===== src/rtl/ctr_pkt_pkg.sv =====
// Shared types and constants for the counter packet writer.
package ctr_pkt_pkg;

  // Packet writer FSM states.
  typedef enum logic [1:0] {
    ST_IDLE    = 2'd0,
    ST_HEADER  = 2'd1,
    ST_DATA    = 2'd2,
    ST_TRAILER = 2'd3
  } state_e;

  // Default upper half of every header word.
  localparam logic [15:0] HDR_MAGIC_DEFAULT = 16'hA5C3;

endpackage


===== src/rtl/ctr_pkt_writer.sv =====
// Counter packet writer: on start, emits a header word, pkt_len words taken
// from an upstream free-running counter, and a trailer holding the XOR of the
// data words. Writes stall on fifo_full without losing or duplicating words.
//
// Handshake: a word is transferred in any cycle where the FSM is not IDLE and
// fifo_full is low; fifo_wr_en marks exactly those cycles, and ctr_en asks the
// upstream counter to advance only after a data word has been transferred.
module ctr_pkt_writer
  import ctr_pkt_pkg::*;
#(
  parameter logic [15:0] HDR_MAGIC = HDR_MAGIC_DEFAULT,
  parameter int          LEN_W     = 16
) (
  input  logic             clk,
  input  logic             rst_n,
  input  logic             start,
  input  logic [LEN_W-1:0] pkt_len,
  input  logic [31:0]      ctr_val,
  output logic             ctr_en,
  input  logic             fifo_full,
  output logic             fifo_wr_en,
  output logic [31:0]      fifo_din,
  output logic             busy,
  output logic [15:0]      seq
);

  state_e             state_q, state_d;
  logic [LEN_W-1:0]   len_q, len_d;
  logic [LEN_W-1:0]   cnt_q, cnt_d;
  logic [LEN_W-1:0]   cnt_inc;
  logic [31:0]        csum_q, csum_d;
  logic [15:0]        seq_q, seq_d;
  logic               wr_cycle;

  assign wr_cycle   = (state_q != ST_IDLE) && !fifo_full;
  assign fifo_wr_en = wr_cycle;
  assign busy       = (state_q != ST_IDLE);
  assign seq        = seq_q;
  assign cnt_inc    = cnt_q + LEN_W'(1);

  // State and datapath registers with asynchronous active-low reset.
  always_ff @(posedge clk or negedge rst_n) begin
    if (!rst_n) begin
      state_q <= ST_IDLE;
      len_q   <= '0;
      cnt_q   <= '0;
      csum_q  <= '0;
      seq_q   <= '0;
    end else begin
      state_q <= state_d;
      len_q   <= len_d;
      cnt_q   <= cnt_d;
      csum_q  <= csum_d;
      seq_q   <= seq_d;
    end
  end

  // Next-state, datapath updates and per-state output word mux.
  always_comb begin
    state_d  = state_q;
    len_d    = len_q;
    cnt_d    = cnt_q;
    csum_d   = csum_q;
    seq_d    = seq_q;
    fifo_din = 32'h0;
    ctr_en   = 1'b0;
    case (state_q)
      ST_IDLE: begin
        if (start) begin
          len_d   = pkt_len;
          cnt_d   = '0;
          csum_d  = 32'h0;
          state_d = ST_HEADER;
        end
      end
      ST_HEADER: begin
        fifo_din = {HDR_MAGIC, seq_q};
        if (wr_cycle) begin
          state_d = (len_q != '0) ? ST_DATA : ST_TRAILER;
        end
      end
      ST_DATA: begin
        fifo_din = ctr_val;
        ctr_en   = !fifo_full;
        if (wr_cycle) begin
          csum_d = csum_q ^ ctr_val;
          cnt_d  = cnt_inc;
          if (cnt_inc == len_q) begin
            state_d = ST_TRAILER;
          end
        end
      end
      ST_TRAILER: begin
        fifo_din = csum_q;
        if (wr_cycle) begin
          seq_d   = seq_q + 16'd1;
          state_d = ST_IDLE;
        end
      end
      default: begin
        state_d = ST_IDLE;
      end
    endcase
  end

endmodule


===== config.mk =====
export PLATFORM = sky130hd
export DESIGN_NAME = ctr_pkt_writer
export DESIGN_NICKNAME = d
export VERILOG_FILES = /design/src/rtl/ctr_pkt_pkg.sv /design/src/rtl/ctr_pkt_writer.sv
export SDC_FILE = /design/constraint.sdc
export NUM_CORES = 1
export LEC_CHECK = 0
export CORE_AREA = 2 2 97 99
export CTS_CLUSTER_SIZE = 25
export DETAILED_ROUTE_END_ITERATION = 10
export DIE_AREA = 0 0 99 101
export HOLD_SLACK_MARGIN = 0.06
export PLACE_DENSITY = 0.83
export SLEW_MARGIN = 20
export SYNTH_ARGS = -nofsm -noshare
export SYNTH_HDL_FRONTEND = slang
export SYNTH_SLANG_ARGS = --single-unit

===== constraint.sdc =====
create_clock -name clk -period 5.5 [get_ports clk]
set_clock_uncertainty 0.15 [all_clocks]
set_input_delay 0.55 -clock clk [delete_from_list [all_inputs] [get_ports clk]]
set_output_delay 0.55 -clock clk [all_outputs]
set_load 0.02 [all_outputs]

==> metrics.md <==
| Metric | Value |
|---|---|
| Die height | just over 100 um |
| Syn_nets | 624 |
| Slew headroom | between 20 and 30% |
| Core area | between 8000 and 9000 um^2 |
| Internal power | between 1.5 and 2 mW |
| Sequential Area | between 2000 and 2500 um^2 |
| Post-DP HPWL | ~8.7 mm |
| Die ar. | 9999 um^2 |
| Share of the synthesized area in the top cell type | between 40 and 50% |
| Pins Over Slew Limit | 0 |
| Post-route setup slack | between 1.5 and 2 ns |
| Largest net degree at the start of global routing | 83 |
| # setup viols final | 0 |
| Port bufs | 102 |
| TritonCTS clock tree | built |
| Worst-margin pin slew | 1.056 ns |
| Vias in the first global route | 4335 |
| Final hold vios | 0 |
| Synth Warn # | 0 |
| DRT iter0 DRCs | 430 |
| Syn Area/Cell | approximately 8.7 um^2 |
| Post-Route Setup TNS | 0 ns |
| Worst Setup End Kind | primary output |
| # IOs | approximately 100 |
| Minimum clock period | about 3.9 ns |
| Max VDD drop | roughly 0.45 mV |
| CTS Buffer Depth | 2 |
| GRT overflow | 0 |
| Synthesized cell area | between 4000 and 5000 um^2 |
| Area of the multi-input gates | between 2000 and 3000 um^2 |
| Register bit total from synthesis | slightly above 80 |
| Ant diodes | 0 |
| Vias | 4467 |
| Clk_lat worst skew | 0.35 ns |
| Net switching power | 1.326 mW |
| Startpoint types | flip-flop |
| Routed WL per cell | around 17 um |
| Gr usage total | between 20% and 30% |
| Final ANT Viol Nets | 0 |
| Vias/cell | between 5 and 6 |
| Top cell types by occurrence after synthesis | nand2_1 (113), dfrtp_1 (82), o21ai_0 (58) |
| Pwr/cell area | around 490 nW/um^2 |
| Hold Slack | 0.06984 ns |
| Initial Utilization | around 55% |
| DR DRC count | 0 |
| MaxCap Viol Count | 0 |
| Final period utilization | ~71% |
| Total power | approximately 3 mW |
| Cts bufs inserted | 9 |
| Leak Pwr | between 2 and 2.5 nW |
| Post-synth EDFFs | 0 |
| Routed WL | around 13 mm |
| Initial antenna violation count | 0 |
| Share of layout cells above drive strength 1 | under 10% |
| Worst EP required | 4.80 ns |
| CTS Root Cell | clkbuf_8 |
| Core Util, Final | slightly below 70% |
| Mapped Cells | around 570 |
| Fmax | 256.5 MHz |
| Area contributors post-synth | dfrtp_1 (42%), xnor2_1 (9.8%), nand2_1 (8.6%), o21ai_0 (5.9%), mux2_2 (4.3%) |
| Reg clk slew, reported paths | about 0.09 ns |
| First-pass DRT Iterations | 6 |
| Net Sw Frac | a little over two fifths |
| CTS H-Tree Depth | 3 |
| Worst R2R Path Depth | 8 |
| Count of cell types in the netlist | 45 |
| Row count | 35 |
| DP Worst Slack | between 1.5 and 2 ns |
| Post-CTS Resized | 0 |
| Sink Count | roughly 80 |
| WS Path Type | reg2out |
| Hold Path Class | in2async |
| Final non-filler cell area | 6141 um^2 |
| Setup bufs post-CTS | 0 |
| Count leader, synth | nand2_1 |
| Post-synthesis sequential area ratio | between 40% and 50% |
| Crit path DAT | 3.20 ns |
| Final cell count without fillers | 757 |
| Synthesis-to-finish area growth | 24.35% |
| Final Net Count | 700 |
| Asr flop ratio synth | 100.0% |
| Placed inst area | around 5900 um^2 |
| Outcome | complete, no violations |
| Inst Count DP | 741 |
| Most used DFF post-synth | dfrtp_1 |
| RSZ-0062 raised after global routing | false |
| CTS Hold Bufs | 0 |
| Chip Width | 99 um |
| First-pass GRT wire length | between 20 and 25 mm |
| Logic pwr share | a little over half |
| Clock group share of total power | between 10% and 20% |
| Fill cells | a little over 700 |
| Maximum fanout along the worst path | 59 |
| Reg power frac | 32.9% |
| Yosys top cell by area | dfrtp_1 |
| RePlAce Congestion | approximately 0.87 |
-- final timing paths --
| check | startpoint | to | slack (ns) |
|---|---|---|---|
| setup / recovery | state_q[1]$_DFFE_PN0P_ | fifo_din[10] | 1.60 |
| min in group clk | csum_q[28]$_DFFE_PN0P_ | csum_q[28]$_DFFE_PN0P_ | 0.35 |
| max in group asynchronous | rst_n | csum_q[8]$_DFFE_PN0P_ | 4.62 |
| setup reg to reg | state_q[1]$_DFFE_PN0P_ | cnt_q[7]$_DFFE_PN0P_ | 1.96 |
| hold reg to reg | csum_q[28]$_DFFE_PN0P_ | csum_q[28]$_DFFE_PN0P_ | 0.35 |
| hold / removal | rst_n | len_q[4]$_DFFE_PN0P_ | 0.07 |
-- registers in the layout (all words and copies together), names as in the netlist --
name and cells:
cnt_q 16, csum_q 32, len_q 16, seq 16, state_q 2
-- final cells by class --
type / instances / area share (%)
repair buffers: 106 / 17.14
well taps: 111 / 2.262
multi-input cells: 435 / 43.52
clock buffers: 9 / 2.017
inverters: 7 / 0.4279
clock inverters: 7 / 1.222
flip-flops and latches: 82 / 33.41
-- placed cells by master (no fill, tap or decap), types with 4 or more instances in the layout --
cell,n
a21oi_1,16
a222oi_1,16
a22oi_1,15
and3_1,5
buf_4,4
clkbuf_8,9
clkdlybuf4s50_1,101
dfrtp_1,82
ha_1,6
inv_1,7
mux2_2,19
nand2_1,112
nand3_1,21
nand4_1,7
nor2_1,45
nor2b_1,4
nor4_1,5
o21ai_0,58
o31ai_1,9
xnor2_1,55
xor2_1,13
-- layer usage --
layer  share of wire [%]  track usage [%]
met3                 5.9            4.369
met5                   0                0
met4                 1.3            7.482
met2                  49            42.10
met1                  44            35.31
-- critical path, cell delays in order (launching register included) --
cell and delay (ns):
dfrtp_1 0.58, ha_2 0.94, buf_4 0.39, a222oi_1 0.15
nor2_1 0.15, clkdlybuf4s50_1 0.63
-- power groups by stage --
stage | combinational [mW] | sequential (mW) | clock (mW)
2_1_floorplan | 1.06 | 0.939 | 0
3_3_place_gp | 1.53 | 0.986 | 0
3_5_place_dp | 1.57 | 0.998 | 0
4_1_cts | 1.58 | 0.987 | 0.457
5_1_grt | 1.72 | 1.02 | 0.484
6_report | 1.58 | 0.993 | 0.449
-- cells by family (layout without fill, tap and decap cells) --
| logic type | count (synthesis) | in the layout | share of synthesized area, % |
|---|---|---|---|
| and+or+nand+nor | 214 | 214 | 19.23 |
| AOI/OAI and AO/OA | 127 | 127 | 16.62 |
| DFF | 82 | 82 | 41.55 |
| xor gates and xnor gates | 68 | 68 | 12.06 |
| buffers and inverters | 48 | 129 | 4.434 |
| muxes | 19 | 19 | 4.333 |
| adders and majority gates | 7 | 7 | 1.773 |
Power figures use the tool's default switching activity.
